File: config.mk
export PLATFORM = sky130hd
export DESIGN_NAME = player_motion
export DESIGN_NICKNAME = d
export VERILOG_FILES = /design/src/rtl/player_motion_pkg.sv /design/src/rtl/player_motion_key_match.sv /design/src/rtl/player_motion.sv
export SDC_FILE = /design/constraint.sdc
export NUM_CORES = 1
export LEC_CHECK = 0
export BUFFER_PORTS_ARGS = -buffer_cell sky130_fd_sc_hd__buf_2
export CAP_MARGIN = 20
export CORE_ASPECT_RATIO = 0.9
export CORE_MARGIN = 2
export CORE_UTILIZATION = 25
export DETAILED_ROUTE_END_ITERATION = 8
export PLACE_DENSITY = 0.51
export SLEW_MARGIN = 40
export SYNTH_ARGS = -nofsm -noshare
export SYNTH_HDL_FRONTEND = slang
export SYNTH_SLANG_ARGS = --single-unit
File: constraint.sdc
create_clock -name frame_clk -period 4.5 [get_ports frame_clk]
set_input_delay 0.45 -clock frame_clk [delete_from_list [all_inputs] [get_ports frame_clk]]
set_output_delay 0.45 -clock frame_clk [all_outputs]
set_load 0.05 [all_outputs]
File: src/rtl/player_motion_pkg.sv
// Shared types and default HID key codes for the player movement controller.
package player_motion_pkg;

  typedef enum logic [1:0] {
    GROUND = 2'd0,
    RISE   = 2'd1,
    HOVER  = 2'd2,
    FALL   = 2'd3
  } motion_state_t;

  localparam logic [7:0] KEY_LEFT_DEFAULT  = 8'h04;
  localparam logic [7:0] KEY_RIGHT_DEFAULT = 8'h07;
  localparam logic [7:0] KEY_JUMP_DEFAULT  = 8'h1A;

  localparam int unsigned COYOTE_FRAMES = 4;

endpackage

File: src/rtl/player_motion_key_match.sv
// Reports whether a given key code is present in any slot of the packed keyboard bus.
module key_match #(
  parameter int unsigned KEY_SLOTS = 4
) (
  input  logic [8*KEY_SLOTS-1:0] keycode_i,
  input  logic [7:0]             code_i,
  output logic                   held_c
);

  always_comb begin
    held_c = 1'b0;
    for (int i = 0; i < int'(KEY_SLOTS); i++) begin
      if (keycode_i[8*i +: 8] == code_i) held_c = 1'b1;
    end
  end

endmodule

File: src/rtl/player_motion.sv
// Per-frame player movement: key decode, jump FSM with multi-jump, gravity and collision snapping.
// Optional macro COYOTE_EN adds a short post-ledge window in which a jump counts as a ground jump.
module player_motion
  import player_motion_pkg::*;
#(
  parameter int unsigned KEY_SLOTS    = 4,
  parameter int unsigned POS_W        = 10,
  parameter int unsigned X_START      = 20,
  parameter int unsigned Y_START      = 300,
  parameter int unsigned X_MIN        = 0,
  parameter int unsigned X_MAX        = 639,
  parameter int unsigned Y_MIN        = 7,
  parameter int unsigned HALF_SIZE    = 15,
  parameter int unsigned WALK_STEP    = 1,
  parameter int unsigned BOOST_STEP   = 2,
  parameter int unsigned JUMP_VEL     = 8,
  parameter int unsigned RISE_FRAMES  = 7,
  parameter int unsigned HOVER_FRAMES = 5,
  parameter int unsigned GRAVITY      = 1,
  parameter int unsigned MAX_FALL     = 3,
  parameter int unsigned MAX_JUMPS    = 2,
  parameter logic [7:0]  KEY_LEFT     = KEY_LEFT_DEFAULT,
  parameter logic [7:0]  KEY_RIGHT    = KEY_RIGHT_DEFAULT,
  parameter logic [7:0]  KEY_JUMP     = KEY_JUMP_DEFAULT
) (
  input  logic                   frame_clk,
  input  logic                   Reset,
  input  logic [8*KEY_SLOTS-1:0] keycode,
  input  logic                   respawn,
  input  logic                   in_air,
  input  logic                   get_charged,
  input  logic                   touch_down,
  input  logic                   touch_up,
  input  logic                   touch_left,
  input  logic                   touch_right,
  input  logic [POS_W-1:0]       touch_down_y,
  input  logic [POS_W-1:0]       touch_up_y,
  input  logic [POS_W-1:0]       touch_left_x,
  input  logic [POS_W-1:0]       touch_right_x,
  output logic [POS_W-1:0]       pos_x,
  output logic [POS_W-1:0]       pos_y,
  output logic [POS_W-1:0]       size,
  output logic signed [4:0]      vel_y,
  output logic [1:0]             state,
  output logic [1:0]             jumps_used,
  output logic                   go_up,
  output logic                   go_left,
  output logic                   go_right
);

  localparam int unsigned PW2   = POS_W + 2;
  localparam int unsigned CNT_MAX = (RISE_FRAMES > HOVER_FRAMES) ? RISE_FRAMES : HOVER_FRAMES;
  localparam int unsigned CNT_W = $clog2(CNT_MAX + 1);

  localparam logic signed [PW2-1:0] X_LO = PW2'(X_MIN + HALF_SIZE);
  localparam logic signed [PW2-1:0] X_HI = PW2'(X_MAX - HALF_SIZE);
  localparam logic signed [PW2-1:0] Y_LO = PW2'(Y_MIN + HALF_SIZE);
  localparam logic signed [PW2-1:0] P_HI = PW2'((1 << POS_W) - 1);
  localparam logic signed [4:0]     VEL_RISE = -5'(JUMP_VEL);
  localparam logic signed [5:0]     GRAV_S   = 6'(GRAVITY);
  localparam logic signed [5:0]     MAXF_S   = 6'(MAX_FALL);

  logic held_left, held_right, held_jump, jump_edge;

  key_match #(.KEY_SLOTS(KEY_SLOTS)) u_key_left  (.keycode_i(keycode), .code_i(KEY_LEFT),  .held_c(held_left));
  key_match #(.KEY_SLOTS(KEY_SLOTS)) u_key_right (.keycode_i(keycode), .code_i(KEY_RIGHT), .held_c(held_right));
  key_match #(.KEY_SLOTS(KEY_SLOTS)) u_key_jump  (.keycode_i(keycode), .code_i(KEY_JUMP),  .held_c(held_jump));

  motion_state_t        state_q, state_d;
  logic [POS_W-1:0]     x_q, x_d, y_q, y_d;
  logic signed [4:0]    vel_q, vel_d;
  logic [CNT_W-1:0]     cnt_q, cnt_d;
  logic [1:0]           jumps_q, jumps_d;
  logic                 jump_prev_q;
  logic                 go_up_q, go_left_q, go_right_q;
`ifdef COYOTE_EN
  localparam int unsigned COY_W = $clog2(COYOTE_FRAMES + 1);
  logic [COY_W-1:0]     coy_q, coy_d;
`endif

  logic signed [PW2-1:0] step, dx, x_sum, x_clamp;
  logic signed [PW2-1:0] dy, y_sum, y_clamp;
  logic signed [5:0]     vel_inc;
  logic signed [4:0]     vel_fall;
  logic                  y_hit;

  assign jump_edge = held_jump & ~jump_prev_q;

  // Horizontal: walk/boost step, collision snap, then clamp to the playfield.
  always_comb begin
    step = get_charged ? PW2'(BOOST_STEP) : PW2'(WALK_STEP);
    dx   = '0;
    if (held_right)     dx = step;
    else if (held_left) dx = -step;
    x_sum = $signed({2'b00, x_q}) + dx;
    if (touch_right)     x_sum = $signed({2'b00, touch_right_x});
    else if (touch_left) x_sum = $signed({2'b00, touch_left_x});
    x_clamp = x_sum;
    if (x_sum < X_LO)      x_clamp = X_LO;
    else if (x_sum > X_HI) x_clamp = X_HI;
  end

  // Vertical displacement for this frame, derived from the current state.
  always_comb begin
    vel_inc  = $signed({vel_q[4], vel_q}) + GRAV_S;
    vel_fall = (vel_inc > MAXF_S) ? MAXF_S[4:0] : vel_inc[4:0];
    dy = '0;
    case (state_q)
      RISE:    dy = {{(PW2-5){VEL_RISE[4]}}, VEL_RISE};
      FALL:    dy = {{(PW2-5){vel_fall[4]}}, vel_fall};
      default: dy = '0;
    endcase
    y_sum   = $signed({2'b00, y_q}) + dy;
    y_hit   = (y_sum < Y_LO);
    y_clamp = y_sum;
    if (y_hit)             y_clamp = Y_LO;
    else if (y_sum > P_HI) y_clamp = P_HI;
  end

  // Jump FSM next state; landing overrides every other transition.
  always_comb begin
    state_d = state_q;
    cnt_d   = cnt_q;
    jumps_d = jumps_q;
    vel_d   = vel_q;
    x_d     = x_clamp[POS_W-1:0];
    y_d     = y_clamp[POS_W-1:0];
`ifdef COYOTE_EN
    coy_d   = '0;
`endif
    case (state_q)
      GROUND: begin
        vel_d = '0;
        if (jump_edge) begin
          state_d = RISE;
          cnt_d   = '0;
          jumps_d = 2'd1;
          vel_d   = VEL_RISE;
        end else if (in_air) begin
          state_d = FALL;
`ifdef COYOTE_EN
          if (jumps_q == 2'd0) coy_d = COY_W'(COYOTE_FRAMES);
`endif
        end
      end
      RISE: begin
        vel_d = VEL_RISE;
        cnt_d = cnt_q + CNT_W'(1);
        if (touch_up) begin
          state_d = FALL;
          vel_d   = '0;
          y_d     = touch_up_y;
        end else if (y_hit) begin
          state_d = FALL;
          vel_d   = '0;
        end else if (!held_jump || cnt_q == CNT_W'(RISE_FRAMES - 1)) begin
          state_d = HOVER;
          cnt_d   = '0;
          vel_d   = '0;
        end
      end
      HOVER: begin
        vel_d = '0;
        cnt_d = cnt_q + CNT_W'(1);
        if (cnt_q == CNT_W'(HOVER_FRAMES - 1)) begin
          state_d = FALL;
          cnt_d   = '0;
        end
      end
      FALL: begin
        vel_d = vel_fall;
`ifdef COYOTE_EN
        if (coy_q != '0) coy_d = coy_q - COY_W'(1);
        if (jump_edge && coy_q != '0) begin
          state_d = RISE;
          cnt_d   = '0;
          jumps_d = 2'd1;
          vel_d   = VEL_RISE;
          coy_d   = '0;
        end else if (jump_edge && jumps_q < 2'(MAX_JUMPS)) begin
`else
        if (jump_edge && jumps_q < 2'(MAX_JUMPS)) begin
`endif
          state_d = RISE;
          cnt_d   = '0;
          jumps_d = jumps_q + 2'd1;
          vel_d   = VEL_RISE;
        end
      end
      default: state_d = GROUND;
    endcase
    if (touch_down && (!vel_q[4] || state_q == GROUND)) begin
      state_d = GROUND;
      y_d     = touch_down_y;
      vel_d   = '0;
      jumps_d = 2'd0;
      cnt_d   = '0;
`ifdef COYOTE_EN
      coy_d   = '0;
`endif
    end
  end

  always_ff @(posedge frame_clk) begin
    if (Reset || respawn) begin
      state_q     <= GROUND;
      x_q         <= POS_W'(X_START);
      y_q         <= POS_W'(Y_START);
      vel_q       <= '0;
      cnt_q       <= '0;
      jumps_q     <= '0;
      jump_prev_q <= 1'b0;
      go_up_q     <= 1'b0;
      go_left_q   <= 1'b0;
      go_right_q  <= 1'b0;
`ifdef COYOTE_EN
      coy_q       <= '0;
`endif
    end else begin
      state_q     <= state_d;
      x_q         <= x_d;
      y_q         <= y_d;
      vel_q       <= vel_d;
      cnt_q       <= cnt_d;
      jumps_q     <= jumps_d;
      jump_prev_q <= held_jump;
      go_up_q     <= (state_d == RISE);
      go_left_q   <= held_left & ~held_right;
      go_right_q  <= held_right;
`ifdef COYOTE_EN
      coy_q       <= coy_d;
`endif
    end
  end

  assign pos_x      = x_q;
  assign pos_y      = y_q;
  assign size       = POS_W'(HALF_SIZE);
  assign vel_y      = vel_q;
  assign state      = state_q;
  assign jumps_used = jumps_q;
  assign go_up      = go_up_q;
  assign go_left    = go_left_q;
  assign go_right   = go_right_q;

endmodule

After elaboration in Yosys (flattened, before gate mapping)
Index checks and enable logic that the tools add are counted.
{ "totals": {"ff_bits": 36, "out_inout_bits": 42, "wordCells": 113} }
{ "classes": {"addsub": 6, "n_lt_le_gt_ge": 6, "eq_ne": 20, "muxes": 51, "bitwise": 4, "reduce_logical": 14} }
{ "op_table": {"columns": ["cell", "count"], "rows": [
  ["$eq A8 B3 Y1 const B", 8],
  ["$mux W10", 6],
  ["$mux W12", 4],
  ["$mux W5", 7],
  ["$eq A8 B5 Y1 const B", 4],
  ["$add A11 B12 Y12", 2],
  ["$gt A12 B11 Y1 const B", 2],
  ["$pmux W12 S2", 1],
  ["$mux W2", 11],
  ["$pmux W5 S4", 1],
  ["$mux W3", 6],
  ["$lt A12 B5 Y1 const B", 1],
  ["$lt A12 B6 Y1 const B", 1],
  ["$mux W1", 12],
  ["$neg A2 Y12", 1],
  ["$pmux W3 S4", 1],
  ["$pmux W2 S4", 1],
  ["$add A5 B2 Y6 const B", 1],
  ["$eq A3 B3 Y1 const B", 2],
  ["$gt A6 B3 Y1 const B", 1],
  ["$eq A2 B1 Y1 const B", 2],
  ["$eq A2 B2 Y1 const B", 2],
  ["$ne A2 B2 Y1 const B", 2],
  ["$pmux W2 S2", 1],
  ["other kinds (14)", 21]
]} }

Logic depth before layout (Yosys ltp)
{ "logic_depth": {"ltp_word": 13, "depth_mapped": 18} }

Modules after synthesis
Synthesis repeated with hierarchy kept, for this count alone.
{ "unflattened": {"cells_unflattened": 558, "hier_area_um2": 4282.9} }
{ "modules_own_cells": {"columns": ["module", "n_inst", "cells_per_inst", "area_each_um2", "seq_area_each_um2"], "rows": [
  ["player_motion", 1, 423, 3228.1, 720.7],
  ["key_match", 3, 45, 351.6, 0.0]
]} }

Worst setup path after synthesis
OpenSTA, ideal clock, no wires.
{ "synth_timing": {"path_kind": "register -> register", "startpoint": "reg vel_q[0], in the netlist vel_y[0]", "endpoint": "reg state_q[1], in the netlist state[1]", "setup_ns": 0.115, "arrival_time_ns": 3.910, "setup_slack_ns": 0.475, "path_stages_with_launch": 18, "cell_sequence": "dfxtp_1 > ha_1 > nor2_1 > nor3_1 > a21oi_1 > a21boi_0 > ha_1 > inv_1 > fa_1 > nand2b_1 > a211oi_1 > nor2_1 > xnor2_1 > nor4_4 > a311oi_2 > a31oi_1 > or3_1 > and3_1"} }
{ "synth_via": {"elab_chain_len": 10} }
{ "synth_rtl": {"columns": ["element", "line_no", "source"], "rows": [
  ["from (decl)", "player_motion.sv:71", "logic signed [4:0] vel_q, vel_d;"],
  ["from (signal assigned)", "player_motion.sv:223", "vel_q <= vel_d;"],
  ["$add A5 B2 Y6 *", "player_motion.sv:105", "vel_inc = $signed({vel_q[4], vel_q}) + GRAV_S;"],
  ["$gt A6 B3 Y1", "player_motion.sv:106", "vel_fall = (vel_inc > MAXF_S) ? MAXF_S[4:0] : vel_inc[4:0];"],
  ["$mux W5 *", "player_motion.sv:106", null],
  ["$pmux W12 S2 *", "player_motion.sv:108", "case (state_q)"],
  ["$add A11 B12 Y12 *", "player_motion.sv:113", "y_sum = $signed({2'b00, y_q}) + dy;"],
  ["$lt A12 B6 Y1 *", "player_motion.sv:114", "y_hit = (y_sum < Y_LO);"],
  ["$mux W2 *", "player_motion.sv:153", "end else if (y_hit) begin"],
  ["$mux W2 *", "player_motion.sv:149", "if (touch_up) begin"],
  ["$pmux W2 S4 *", "player_motion.sv:131", "case (state_q)"],
  ["$mux W2 *", "player_motion.sv:192", "if (touch_down && (!vel_q[4] || state_q == GROUND)) begin"],
  ["to (signal assigned)", "player_motion.sv:220", "state_q <= state_d;"],
  ["to (decl)", "player_motion.sv:69", "motion_state_t state_q, state_d;"]
]} }
Mark *: on every way between the ends. The rest lies on a longest branch, timed or not.
A chain may end at the register's enable or synchronous reset.

Final worst setup path
{ "layout_timing": {"startpoint": "in keycode[27]", "endpoint": "reg x_q[0], in the netlist pos_x[0]"} }
{ "layout_via": {"elab_chain_len": 10} }
{ "layout_rtl": {"columns": ["element", "line_no", "source"], "rows": [
  ["from (decl)", "player_motion.sv:28", "input logic [8*KEY_SLOTS-1:0] keycode,"],
  ["$eq A8 B3 Y1", "player_motion_key_match.sv:13", "if (keycode_i[8*i +: 8] == code_i) held_c = 1'b1;"],
  ["$mux W1", "player_motion_key_match.sv:13", null],
  ["$mux W12", "player_motion.sv:94", "else if (held_left) dx = -step;"],
  ["$mux W12 *", "player_motion.sv:93", "if (held_right) dx = step;"],
  ["$add A11 B12 Y12 *", "player_motion.sv:95", "x_sum = $signed({2'b00, x_q}) + dx;"],
  ["$mux W12 *", "player_motion.sv:97", "else if (touch_left) x_sum = $signed({2'b00, touch_left_x});"],
  ["$mux W12 *", "player_motion.sv:96", "if (touch_right) x_sum = $signed({2'b00, touch_right_x});"],
  ["$gt A12 B11 Y1", "player_motion.sv:100", "else if (x_sum > X_HI) x_clamp = X_HI;"],
  ["$mux W10", "player_motion.sv:100", null],
  ["$mux W5 *", "player_motion.sv:99", "if (x_sum < X_LO) x_clamp = X_LO;"],
  ["to (signal assigned)", "player_motion.sv:207", "x_q <= POS_W'(X_START);"],
  ["to (decl)", "player_motion.sv:70", "logic [POS_W-1:0] x_q, x_d, y_q, y_d;"]
]} }
Marks and branches as above.

==> results.yml <==
run_status:
  outcome: "finished clean"
drt:
  vias: 3811
  met3_length_um: 711
  topmost_layer_with_routed_signal_wires: "met4"
  wirelength_mm: 11.2
  drt_iter0_markers: 201
  vias_per_inst: 5.01
  wire_per_inst_um: 14.7
  met1_length_mm: 5.00
  remaining_drc_errors: 0
  ant_nets: 0
  met2_length_mm: 5.42
  drt_pass1_iterations: 6
clock_tree:
  cts_resized: 0
  cts_root_buffer: "clkbuf_16"
  clock_latency_on_the_worst_skew_pair_ns: 0.28
  cts_buffers: 5
  clock_path_buffers: 2
  cts_hold_repair.buffers: 0
  worst_setup_hold_path_clk_slew_ns: 0.06
  cts_tree: "yes"
  htreeDepth: 2
  cts_sinks: 36
  setup_bufs_post_cts: 0
timing:
  timing.final.max_slew_violations: 0
  final.period_utilization_pct: 90.6
  setup_total_negative_slack_ns: 0
  worst_slew_margin_rel_pct: 65.3
  count_of_final_setup_violators: 0
  skew_ns: 0.00846
  timing.fmax_ghz: 0.245
  min_period_ns: 4.08
  rsz0062_at_grt: "false"
  worst_pin_slew_ns: 0.519
  finalHoldViolations: 0
setup_path:
  setup.worst_path.class: "input pin to flip-flop"
  worstSetupStartpoint: "keycode[27]"
  critical-path-top-cell-by-count: "o31ai_1"
  critPathCaptureType: "flip-flop"
  critical_path_buf_inv_count: 1
  setup.reg_to_reg.worst_slack_ns: 0.45
  worst-path-max-fanout: 9
  crit_path_top_delay_cell: "a2111oi_0"
  reg2reg_depth: 15
  kind_of_start_point_of_the_critical_path: "input pin"
  crit_path_end: "pos_x[0]"
  timing.critical_path.slowest_cell_delay_ns: 0.47
  path_delay_family: "compound AO/OA/AOI/OAI gates"
  worst_ep_required_time_ns: 4.67
  cp_cell_sequence: "buf_2 -> or3b_1 -> o31ai_1 -> a31oi_1 -> o21a_2 -> a21o_2 -> ha_1 -> a21o_1 -> a21oi_1 -> o211ai_1 -> a2111oi_0 -> or3_1 -> nand2_1 -> a41oi_1 -> o21ai_2 -> o31ai_1"
  r2r_end: "state[1]"
  cp.depth: 16
  worst_path_arrival_ns: 4.25
  r2r_start: "vel_y[0]"
synthesis:
  netlist_area_mm2: 0.00351
  yosysMostFrequentCell: "a21oi_1"
  seq_total_area_yosys_pct: 20.5
  synth_area_per_cell_um2: 7.74
  yosysWarningCount: 0
  asyncSetResetFlopFracSynth_pct: 0
  yosys_register_bits: 36
  synth_top_cell_by_area: "dfxtp_1"
  number_of_synthesized_flops_with_an_enable_pin: 0
  synth_top_flop_cell: "dfxtp_1"
  post_synth_main_area_contributors: "dfxtp_1 21%, ha_1 11%, a21oi_1 5.4%, o21ai_0 3.8%, nor2_1 3.6%"
  synth.top_cells.by_count: "38 x a21oi_1, 36 x dfxtp_1, 34 x nor2_1"
  synth.distinct_cells: 81
  cells_after_synth: 454
  yosys.area.top_type_share_pct: 20.5
floorplan:
  design.die.area_mm2: 0.0150
  die-width_um: 129
  fp.coreArea_mm2: 0.0139
  ioPinCount: 123
  row_count: 41
  chipHeight_um: 116
  start_util_pct: 25.3
layout:
  layout-drive-gt1-share_pct: 26.8
  antenna_cells: 0
  final_nets: 681
  syn_to_final_growth_pct: 25.9
  post-route-util_pct: 31.8
  fin_area_mm2: 0.00443
grt:
  grt_antenna_before_repair: 0
  grt_start_max_net_pins: 20
  first_global_vias: 3702
  grt.overflow.total: 0
  grt_overall_usage_pct: 14.9
  grt_pass1_wl_mm: 18.0
pwr:
  netSwitchingPower_mw: 0.333
  comb_power_share_pct: 28.1
  clock_share_of_power_pct: 37.3
  power_mw: 0.981
  portion_of_total_power_attributed_to_sequential_cells_pct: 34.6
  power_density_mw_per_mm2: 222
  power.ir.vdd_worst_mv: 0.137
  internal_power_mw: 0.648
  netSwitchingFraction_pct: 34.0
  leakage_nw: 2.01
run:
  cap_violations: 0
hold_path:
  classification_of_the_worst_slack_hold_path: "input pin to flip-flop"
placement:
  port_buffers: 112
  estimated_wirelength_of_the_detail_placed_design_mm: 8.94
  dpl-instance-area_mm2: 0.00427
  place_congestion: 0.848
==> cell families (layout without fill, tap and decap cells) <==
group	after synthesis	after routing	share of synthesized area, %
muxes	5	5	1.42
AOI/OAI and AO/OA	138	138	26.3
buffers and inverters	52	158	7.05
DFF	36	36	20.5
other	2	10	0.214
adders and majority gates	33	33	12.2
xor gates and xnor gates	17	17	4.24
and+or+nand+nor	171	171	28.1
==> flip-flops by register name (all words and copies together), names as in the netlist <==
register / count
vel_y: 5
go_up: 1
jump_prev_q: 1
pos_x: 10
cnt_q: 3
go_right: 1
pos_y: 10
jumps_used: 2
state: 2
go_left: 1
==> how the worst min path moves through the flow <==
stage / from / slack [ns] / cells after the start / to
after floorplan: cnt_q[0] / 0.45 / 2 / cnt_q[0]
after global placement: cnt_q[0] / 0.46 / 2 / cnt_q[0]
after detailed placement: cnt_q[0] / 0.49 / 2 / cnt_q[0]
after CTS: touch_down_y[8] / 0.37 / 2 / pos_y[8]
after global routing: touch_down_y[8] / 0.37 / 2 / pos_y[8]
final: touch_down_y[5] / 0.37 / 2 / pos_y[5]
==> stage by stage <==
stage          cells  hold slack, ns  worst slack [ns]
5_1_grt          761           0.375            0.0257
4_1_cts          761           0.369             0.442
3_5_place_dp     753           0.490             0.207
6_report         761           0.372             0.425
2_1_floorplan    462           0.449             0.475
3_3_place_gp     753           0.463             0.259
==> cell usage in the layout (no fill, tap or decap), types with 3 or more instances in the layout <==
cell,instances
nor2_1,34
and3_1,8
inv_1,30
buf_2,112
dfxtp_1,36
nor2b_1,4
xnor2_1,10
nand3_1,11
mux2i_1,5
o21a_1,7
xor2_1,7
nor4_1,5
nor4b_1,3
nand4b_1,3
and2_1,5
ha_1,31
buf_4,8
a31oi_1,11
nand4_1,6
or3b_1,3
clkbuf_16,5
or2_2,5
a2bb2oi_1,3
nor4_4,3
nor3b_1,6
conb_1,10
nor3_1,17
o31ai_1,4
a21o_1,6
nand2b_1,6
o21ai_0,27
nand2_1,31
a21oi_1,37
or3_1,6
==> power groups by stage <==
stage / combinational, mW / clock (mW) / sequential, mW
CTS: 0.274 / 0.379 / 0.339
detailed placement: 0.272 / 0 / 0.346
finish: 0.276 / 0.366 / 0.339
floorplan: 0.154 / 0 / 0.382
global placement: 0.270 / 0 / 0.346
global route: 0.300 / 0.390 / 0.340
==> routing by layer <==
metal,GRT usage [%],vias to the layer above
met5,0,-
met4,1.96,0
met3,2.89,8
met2,26.6,139
met1,19.2,1784
li1,-,1880
==> final cells by class <==
class	count	area (um^2)
inverter	30	113
fill	1502	9480
sequential	36	721
tap	193	241
multi-input combinational	374	2580
clock buffer	7	143
clock inverter	1	7.51
timing repair buffer	120	621
(Power assumes the default switching activity.)
